[src/rtl/hazard_stall_unit.sv]
// hazard_stall_unit: stall/flush/freeze control for hazards that EX-stage
// forwarding cannot resolve (load-use, taken branch, data-memory wait),
// plus saturating stall and flush counters.
module hazard_stall_unit #(
    parameter int REG_W          = 4,
    parameter int LOAD_STALL_CYC = 1,
    parameter int FLUSH_CYC      = 2
) (
    input  logic             clk,
    input  logic             rst,
    input  logic [REG_W-1:0] id_rs1,
    input  logic [REG_W-1:0] id_rs2,
    input  logic             id_rs1_used,
    input  logic             id_rs2_used,
    input  logic [REG_W-1:0] ex_rd,
    input  logic             ex_wr,
    input  logic             ex_is_load,
    input  logic             branch_taken,
    input  logic             dmem_req,
    input  logic             dmem_ready,
    output logic             pc_stall,
    output logic             if_id_stall,
    output logic             if_id_flush,
    output logic             id_ex_bubble,
    output logic             pipe_freeze,
    output logic [1:0]       state,
    output logic [15:0]      stall_cycles,
    output logic [7:0]       flush_count
);

    typedef enum logic [1:0] {
        RUN      = 2'd0,
        LU_STALL = 2'd1,
        MEM_WAIT = 2'd2,
        FLUSH    = 2'd3
    } state_t;

    localparam int MAXC  = (LOAD_STALL_CYC > FLUSH_CYC) ? LOAD_STALL_CYC : FLUSH_CYC;
    localparam int CNT_W = $clog2(MAXC + 1);

    state_t           cur, nxt, ret_q, ret_d;
    logic [CNT_W-1:0] cnt_q, cnt_d;
    logic             lu_hazard, mem_miss, flush_evt;

    // r0 is hardwired zero, so a load targeting it never creates a dependency
    assign lu_hazard = ex_is_load && ex_wr && (ex_rd != '0) &&
                       ((id_rs1_used && (id_rs1 == ex_rd)) ||
                        (id_rs2_used && (id_rs2 == ex_rd)));
    assign mem_miss  = dmem_req && !dmem_ready;
    assign state     = cur;

    // Next state and zero-latency controls; a memory miss always wins, and
    // the interrupted state plus its countdown are parked until memory is ready
    always_comb begin
        nxt          = cur;
        cnt_d        = cnt_q;
        ret_d        = ret_q;
        flush_evt    = 1'b0;
        pc_stall     = 1'b0;
        if_id_stall  = 1'b0;
        if_id_flush  = 1'b0;
        id_ex_bubble = 1'b0;
        pipe_freeze  = 1'b0;
        case (cur)
            RUN: begin
                if (mem_miss) begin
                    pc_stall    = 1'b1;
                    if_id_stall = 1'b1;
                    pipe_freeze = 1'b1;
                    ret_d       = RUN;
                    nxt         = MEM_WAIT;
                end else if (branch_taken) begin
                    // ID instruction is on the wrong path, so its hazard is moot
                    if_id_flush  = 1'b1;
                    id_ex_bubble = 1'b1;
                    flush_evt    = 1'b1;
                    if (FLUSH_CYC > 1) begin
                        cnt_d = CNT_W'(FLUSH_CYC - 1);
                        nxt   = FLUSH;
                    end
                end else if (lu_hazard) begin
                    pc_stall     = 1'b1;
                    if_id_stall  = 1'b1;
                    id_ex_bubble = 1'b1;
                    if (LOAD_STALL_CYC > 1) begin
                        cnt_d = CNT_W'(LOAD_STALL_CYC - 1);
                        nxt   = LU_STALL;
                    end
                end
            end
            LU_STALL: begin
                if (mem_miss) begin
                    pc_stall    = 1'b1;
                    if_id_stall = 1'b1;
                    pipe_freeze = 1'b1;
                    ret_d       = LU_STALL;
                    nxt         = MEM_WAIT;
                end else begin
                    pc_stall     = 1'b1;
                    if_id_stall  = 1'b1;
                    id_ex_bubble = 1'b1;
                    cnt_d        = cnt_q - CNT_W'(1);
                    if (cnt_q == CNT_W'(1)) nxt = RUN;
                end
            end
            FLUSH: begin
                // a branch seen here is a bubble's, so it is ignored
                if (mem_miss) begin
                    pc_stall    = 1'b1;
                    if_id_stall = 1'b1;
                    pipe_freeze = 1'b1;
                    ret_d       = FLUSH;
                    nxt         = MEM_WAIT;
                end else begin
                    if_id_flush  = 1'b1;
                    id_ex_bubble = 1'b1;
                    cnt_d        = cnt_q - CNT_W'(1);
                    if (cnt_q == CNT_W'(1)) nxt = RUN;
                end
            end
            MEM_WAIT: begin
                // EX is frozen, so branch/load hazards re-present after exit
                if (!dmem_ready) begin
                    pc_stall    = 1'b1;
                    if_id_stall = 1'b1;
                    pipe_freeze = 1'b1;
                end else begin
                    nxt = ret_q;
                end
            end
            default: nxt = RUN;
        endcase
        if (rst) begin
            pc_stall     = 1'b0;
            if_id_stall  = 1'b0;
            if_id_flush  = 1'b0;
            id_ex_bubble = 1'b0;
            pipe_freeze  = 1'b0;
            flush_evt    = 1'b0;
        end
    end

    // State, countdown, return state and saturating counters
    always_ff @(posedge clk) begin
        if (rst) begin
            cur          <= RUN;
            cnt_q        <= '0;
            ret_q        <= RUN;
            stall_cycles <= '0;
            flush_count  <= '0;
        end else begin
            cur   <= nxt;
            cnt_q <= cnt_d;
            ret_q <= ret_d;
            if (pc_stall && (stall_cycles != 16'hFFFF)) stall_cycles <= stall_cycles + 16'd1;
            if (flush_evt && (flush_count != 8'hFF))    flush_count  <= flush_count + 8'd1;
        end
    end

endmodule

[config.mk]
export PLATFORM = sky130hd
export DESIGN_NAME = hazard_stall_unit
export DESIGN_NICKNAME = d
export VERILOG_FILES = /design/src/rtl/hazard_stall_unit.sv
export SDC_FILE = /design/constraint.sdc
export NUM_CORES = 1
export LEC_CHECK = 0
export CORE_ASPECT_RATIO = 0.9
export CORE_MARGIN = 2
export CORE_UTILIZATION = 45
export CTS_BUF_LIST = sky130_fd_sc_hd__clkbuf_8
export CTS_CLUSTER_DIAMETER = 30
export CTS_CLUSTER_SIZE = 28
export DETAILED_ROUTE_END_ITERATION = 6
export PLACE_DENSITY = 0.86
export SETUP_SLACK_MARGIN = 0.02
export SYNTH_ARGS = -nofsm -noshare
export SYNTH_HDL_FRONTEND = slang
export SYNTH_SLANG_ARGS = --single-unit
[constraint.sdc]
create_clock -name clk -period 5.9 [get_ports clk]
set_clock_uncertainty 0.15 [all_clocks]
set_input_delay 0.885 -clock clk [delete_from_list [all_inputs] [get_ports clk]]
set_output_delay 0.885 -clock clk [all_outputs]
set_load 0.02 [all_outputs]
==> flow_metrics.py, run 1 <==
metrics = {
    "drt": {
        "vias": 1797,
        "routed_wl_um": 4220,
        "drt_pass1_iterations": 4,
        "wl_met3_um": 242,
        "top_layer": "met4",
        "drt_iter0_drc": 112,
        "routed_via_density": 5.82,
        "drc": 0,
        "wl_per_cell_um": 13.7,
        "ant_nets": 0,
        "route.met2.wl_um": 1940,
        "met1Wirelength_um": 1930,
    },
    "clock_tree": {
        "postCtsResizedCells": 0,
        "post-cts-setup-buffers": 0,
        "clk_path_buf_depth": 2,
        "cts_tree": "built",
        "path_clk_slew_ns": 0.06,
        "cts_buffers": 5,
        "holdBufCountCts": 0,
        "htree_levels": 2,
        "clkSinkCount": 30,
        "clock_latency_ns": 0.29,
        "clockRootBuffer": "clkbuf_8",
    },
    "cells_and_area": {
        "antenna_cells": 0,
        "drive_gt1_frac": 0.0456,
        "num-nets-final": 292,
        "fin_util": 0.634,
        "layout_common_cells": "clkdlybuf4s50_1 (51), dfxtp_1 (30), nor2_1 (18)",
        "final_common_cell": "clkdlybuf4s50_1",
        "syn2layout_area_growth_pct": 33.4,
    },
    "timing": {
        "setup_viol": 0,
        "period_needed_ns": 4.12,
        "rsz0062_at_grt": "false",
        "slew_violations": 0,
        "setup_tns_ns": 0,
        "period_share": 0.699,
        "hold_viol_final": 0,
        "fmax_ghz": 0.243,
        "slew_headroom": 0.125,
        "hold_slack_ns": 0.316,
        "worst_pin_slew_ns": 1.31,
    },
    "power": {
        "p_per_area_nw_per_um2": 302,
        "p_leak_nw": 0.871,
        "ir_worst_vdd_mv": 0.223,
    },
    "worst_setup_path": {
        "reg2reg_depth": 6,
        "cp_data_arrival_time_ns": 3.09,
        "start_kind": "primary input",
        "crit_start": "ex_rd[3]",
        "path_class": "primary input to primary output",
        "end_kind": "primary output",
        "critical_path_peak_fanout": 4,
        "r2r_setup_slack_ns": 3.21,
        "cp-endpoint": "if_id_stall",
        "crit_required_ns": 4.87,
        "r2r_start": "state[0]$_SDFFE_PP0P_",
        "reg2reg_to": "stall_cycles[1]$_SDFFE_PP0P_",
    },
    "synth": {
        "synth.mux.area_fraction": 0.0118,
        "synth_xor_area_frac": 0.0633,
        "synth_fp_nets": 243,
        "synth_compound_area_frac": 0.222,
        "synth_top_family_by_area": "simple AND/OR/NAND/NOR gates",
        "syn_avg_cell_area_um2": 8.41,
        "synth-seq-area-share": 0.334,
        "ys_warn_count": 0,
        "netlist_area_um2": 1800,
        "synth_enable_flop_cells": 0,
        "synth_cells": 214,
        "synth_flop_cell": "dfxtp_1",
        "synthSimpleGateAreaFrac": 0.275,
        "synthAdderAreaFrac": 0.0556,
        "synthDistinctLibCells": 47,
        "ys_ff_latch": 30,
        "ys_async_sr_fraction": 0,
    },
    "place": {
        "numPortBuffers": 51,
        "hpwl_um": 3030,
        "place.gp.congestion": 0.785,
    },
    "global_routing": {
        "grt_use_total": 0.196,
        "grt_start_max_net_pins": 27,
        "grt_pass1_wl_um": 7160,
        "grt_pass1_vias": 1617,
        "antenna_found_initial": 0,
        "overflow": 0,
    },
    "floorplan": {
        "dieHeight_um": 64.0,
        "core-area_um2": 3780,
        "start_util": 0.476,
        "die-width_um": 70.7,
        "ios": 52,
        "std_cell_rows": 21,
        "die_area_um2": 4520,
    },
    "worst_hold_path": {
        "min_path_type": "register to register",
    },
    "job": {
        "cap_violations": 0,
    },
    "status": {
        "outcome": "complete, no violations",
    },
}
-- sequential cells by signal, indices dropped and copies added, names as in the netlist --
signal        flops
stall_cycles     16
flush_count       8
cnt_q             2
ret_q             2
state             2
-- critical path, stage by stage --
cell and delay [ns]:
clkdlybuf4s50_1 0.47, xor2_1 0.18, nor3_1 0.17, and4_1 0.29
o21bai_1 0.14, a31oi_1 0.28, clkdlybuf4s50_1 0.67
-- worst min-delay path by stage --
stage | from | end | depth (start not counted)
after detailed placement | cnt_q[1]$_SDFFE_PP0P_ | cnt_q[1]$_SDFFE_PP0P_ | 2
after floorplan | cnt_q[1]$_SDFFE_PP0P_ | cnt_q[1]$_SDFFE_PP0P_ | 2
final | cnt_q[1]$_SDFFE_PP0P_ | cnt_q[1]$_SDFFE_PP0P_ | 2
after CTS | cnt_q[1]$_SDFFE_PP0P_ | cnt_q[1]$_SDFFE_PP0P_ | 2
after global routing | cnt_q[1]$_SDFFE_PP0P_ | cnt_q[1]$_SDFFE_PP0P_ | 2
after global placement | cnt_q[1]$_SDFFE_PP0P_ | cnt_q[1]$_SDFFE_PP0P_ | 2
-- synth_stat cells, drive strengths merged (5+ instances only) --
library cell,n,area [um^2]
dfxtp,30,601
nor2,18,67.6
o311ai,5,43.8
nand2,14,52.6
nand4,7,50.1
or4,6,45.0
nand3,9,45.0
o31ai,6,45.0
clkbuf,6,22.5
inv,5,18.8
xor2,10,87.6
ha,8,100
nor3,5,30.0
and3,5,31.3
o21ai,9,45.0
a21oi,16,80.1
-- power by group --
group          total (mW)  internal [mW]  switching (mW)
sequential          0.244          0.223          0.0210
clock               0.152         0.0775          0.0749
combinational       0.329          0.130           0.199
-- area by class of cell --
| type | instances | area, um^2 |
|---|---|---|
| Clock buffer | 5 | 68.8 |
| Clock inverter | 2 | 7.51 |
| Fill cell | 347 | 1380 |
| Inverter | 5 | 18.8 |
| Multi-Input combinational cell | 169 | 1130 |
| Sequential cell | 30 | 601 |
| Tap cell | 46 | 57.6 |
| Timing Repair Buffer | 52 | 518 |
-- metal layers --
layer / track usage / up-vias
met2: 0.325 / 71
met4: 0.104 / 0
met3: 0.0363 / 10
li1: - / 913
met5: 0 / -
met1: 0.240 / 803
-- through the flow --
stage          setup slack [ns]  area [um^2]  total power [mW]  instances
2_1_floorplan              2.64         1800             0.482        214
3_3_place_gp               1.84         2320             0.565        302
3_5_place_dp               1.75         2320             0.572        302
4_1_cts                    1.75         2400             0.728        309
5_1_grt                    1.61         2400             0.775        309
6_report                   1.78         2400             0.726        309
-- kinds of logic after synthesis --
group / after synthesis
XOR/XNOR: 13
buffers and inverters: 15
adder cells (fa/ha/maj): 8
multiplexers: 2
AO/OA/AOI/OAI: 57
AND/OR/NAND/NOR: 89
flip-flops: 30
(Power assumes the default switching activity.)
==> run 2: changes to the inputs <==
- CORE_UTILIZATION: 45 -> 44
- PLACE_DENSITY: 0.86 -> 0.88
- clock period: 5.9 -> 3.7 ns (I/O delays scaled with it)
==> run 2 against run 1 <==
Largest cell class unchanged. Final area increased by 2.1%. Via count grew 0.45%. First-iteration DRC count is 38% higher. Critical path depth is the same. Worst hold slack improved by 0.0072 ns.
==> flow_metrics.py, run 2 (synthesis results as in run 1) <==
metrics = {
    "worst_setup_path": {
        "crit_top_cell": "clkdlybuf4s50_1",
        "crit_required_ns": 2.99,
        "worst-path-stages": 7,
        "path_class": "primary input to primary output",
        "slowest_delay_ns": 0.65,
        "start_kind": "primary input",
        "end_kind": "primary output",
        "crit_buf_inv": 2,
        "reg2reg_depth": 8,
        "crit_family": "buffers and inverters",
        "slowest_stage": "clkdlybuf4s50_1",
        "critical_path_peak_fanout": 4,
        "cp_data_arrival_time_ns": 2.72,
        "crit_chain": "clkdlybuf4s50_1 -> xor2_1 -> nor3_1 -> and4_1 -> o21bai_1 -> a31oi_1 -> clkdlybuf4s50_1",
    },
    "global_routing": {
        "grtUsageMet3": 0.0451,
        "grt_use_total": 0.197,
        "antenna_found_initial": 0,
        "grt_pass1_vias": 1630,
        "grt_util_met1": 0.262,
        "gr-usage-met2": 0.310,
        "overflow": 0,
        "top_usage_layer": "met2",
        "grt_pass1_wl_um": 7360,
        "grt_start_max_net_pins": 27,
    },
    "drt": {
        "drt_pass1_iterations": 4,
        "vias": 1805,
        "wl_per_cell_um": 13.8,
        "ant_nets": 0,
        "drc": 0,
        "routed_via_density": 5.75,
        "drt_iter0_drc": 154,
        "routed_wl_um": 4330,
    },
    "clock_tree": {
        "post-cts-setup-buffers": 0,
        "postCtsResizedCells": 0,
        "cts_buffers": 5,
        "clkSinkCount": 30,
        "cts_tree": "built",
        "htree_levels": 2,
        "path_clk_slew_ns": 0.07,
        "clockRootBuffer": "clkbuf_8",
        "clk_path_buf_depth": 2,
        "clock_latency_ns": 0.28,
        "holdBufCountCts": 0,
    },
    "power": {
        "power_switching_mw": 0.491,
        "clockPowerShare": 0.258,
        "p_int_mw": 0.770,
        "p_leak_nw": 0.891,
        "p_seq_frac": 0.311,
        "p_sw_frac": 0.389,
        "p_per_area_nw_per_um2": 515,
        "pwr-share-comb": 0.431,
        "ir_worst_vdd_mv": 0.383,
    },
    "cells_and_area": {
        "fillCellCount": 343,
        "antenna_cells": 0,
        "top_register": "stall_cycles",
        "layout_common_cells": "clkdlybuf4s50_1 (51), dfxtp_1 (30), nor2_1 (18)",
        "drive_gt1_frac": 0.0639,
        "syn2layout_area_growth_pct": 36.2,
        "largest_reg_flops": 16,
        "largest_registers": "stall_cycles (16), flush_count (8)",
        "final_common_cell": "clkdlybuf4s50_1",
        "num-nets-final": 294,
    },
    "timing": {
        "period_share": 0.925,
        "fmax_ghz": 0.292,
        "rsz0062_at_grt": "false",
        "worst_pin_slew_ns": 0.564,
        "hold_slack_ns": 0.323,
        "setup_tns_ns": 0,
        "period_needed_ns": 3.42,
        "slew_headroom": 0.621,
        "hold_viol_final": 0,
        "slew_violations": 0,
        "setup_viol": 0,
    },
    "floorplan": {
        "ios": 52,
        "die_area_um2": 4620,
        "std_cell_rows": 22,
        "start_util": 0.451,
        "dieHeight_um": 64.7,
        "core-area_um2": 3990,
        "die-width_um": 71.4,
    },
    "place": {
        "numPortBuffers": 51,
        "hpwl_um": 3060,
        "place.gp.congestion": 0.852,
    },
    "worst_hold_path": {
        "min_path_cells": 2,
        "min_path_type": "register to register",
    },
    "status": {
        "outcome": "complete, no violations",
    },
    "job": {
        "cap_violations": 0,
    },
}
## run 2: cell count changes in the layout (fill, tap and decap cells not counted), sizes merged
cell    previous run  this run
inv                7         5
bufinv             0         1
clkinv             0         2
buf                1         3
## run 2: per-layer routing
metal | vias to the layer above | part of all wire
met3 | 8 | 0.052
met2 | 56 | 0.47
met1 | 827 | 0.46
met5 | - | 0
met4 | 0 | 0.018
li1 | 914 | -
## run 2: final timing paths
kind	from	end	slack, ns
setup / recovery	ex_rd[0]	if_id_stall	0.28
hold / removal	cnt_q[1]$_SDFFE_PP0P_	cnt_q[1]$_SDFFE_PP0P_	0.32
setup reg to reg	state[0]$_SDFFE_PP0P_	stall_cycles[8]$_SDFFE_PP0P_	1.14
hold reg to reg	cnt_q[1]$_SDFFE_PP0P_	cnt_q[1]$_SDFFE_PP0P_	0.32
## run 2: final cells by class
class / instances / area [um^2] / share of cell area
multi-input cells: 169 / 1130 / 0.461
well taps: 48 / 60.1 / 0.0245
clock buffers: 5 / 68.8 / 0.0281
clock inverters: 3 / 40.0 / 0.0163
flip-flops and latches: 30 / 601 / 0.245
repair buffers: 54 / 533 / 0.218
inverters: 5 / 18.8 / 0.00766
## run 2: worst register-to-register path, cell delays in order (launching register included)
cell      delay, ns
dfxtp_1        0.37
inv_1          0.17
ha_1           0.29
a21oi_1        0.07
nor2_1         0.09
o31ai_1        0.13
a311o_4        0.54
o311ai_0       0.45
o41ai_1        0.16
## run 2: power groups by stage
stage | registers, mW | logic (mW) | clock network, mW
floorplan | 0.412 | 0.357 | 0
CTS | 0.392 | 0.539 | 0.328
detailed placement | 0.399 | 0.528 | 0
global placement | 0.398 | 0.515 | 0
global route | 0.399 | 0.589 | 0.346
finish | 0.392 | 0.543 | 0.326
## run 2: stage by stage
step,cell area (um^2),std cells,worst slack (ns),power [mW],util
2_1_floorplan,1800,214,1.09,0.769,-
3_3_place_gp,2340,306,0.291,0.913,0.587
3_5_place_dp,2340,306,0.265,0.927,0.587
4_1_cts,2450,314,0.260,1.26,0.614
5_1_grt,2450,314,0.131,1.33,0.614
6_report,2450,314,0.276,1.26,0.614
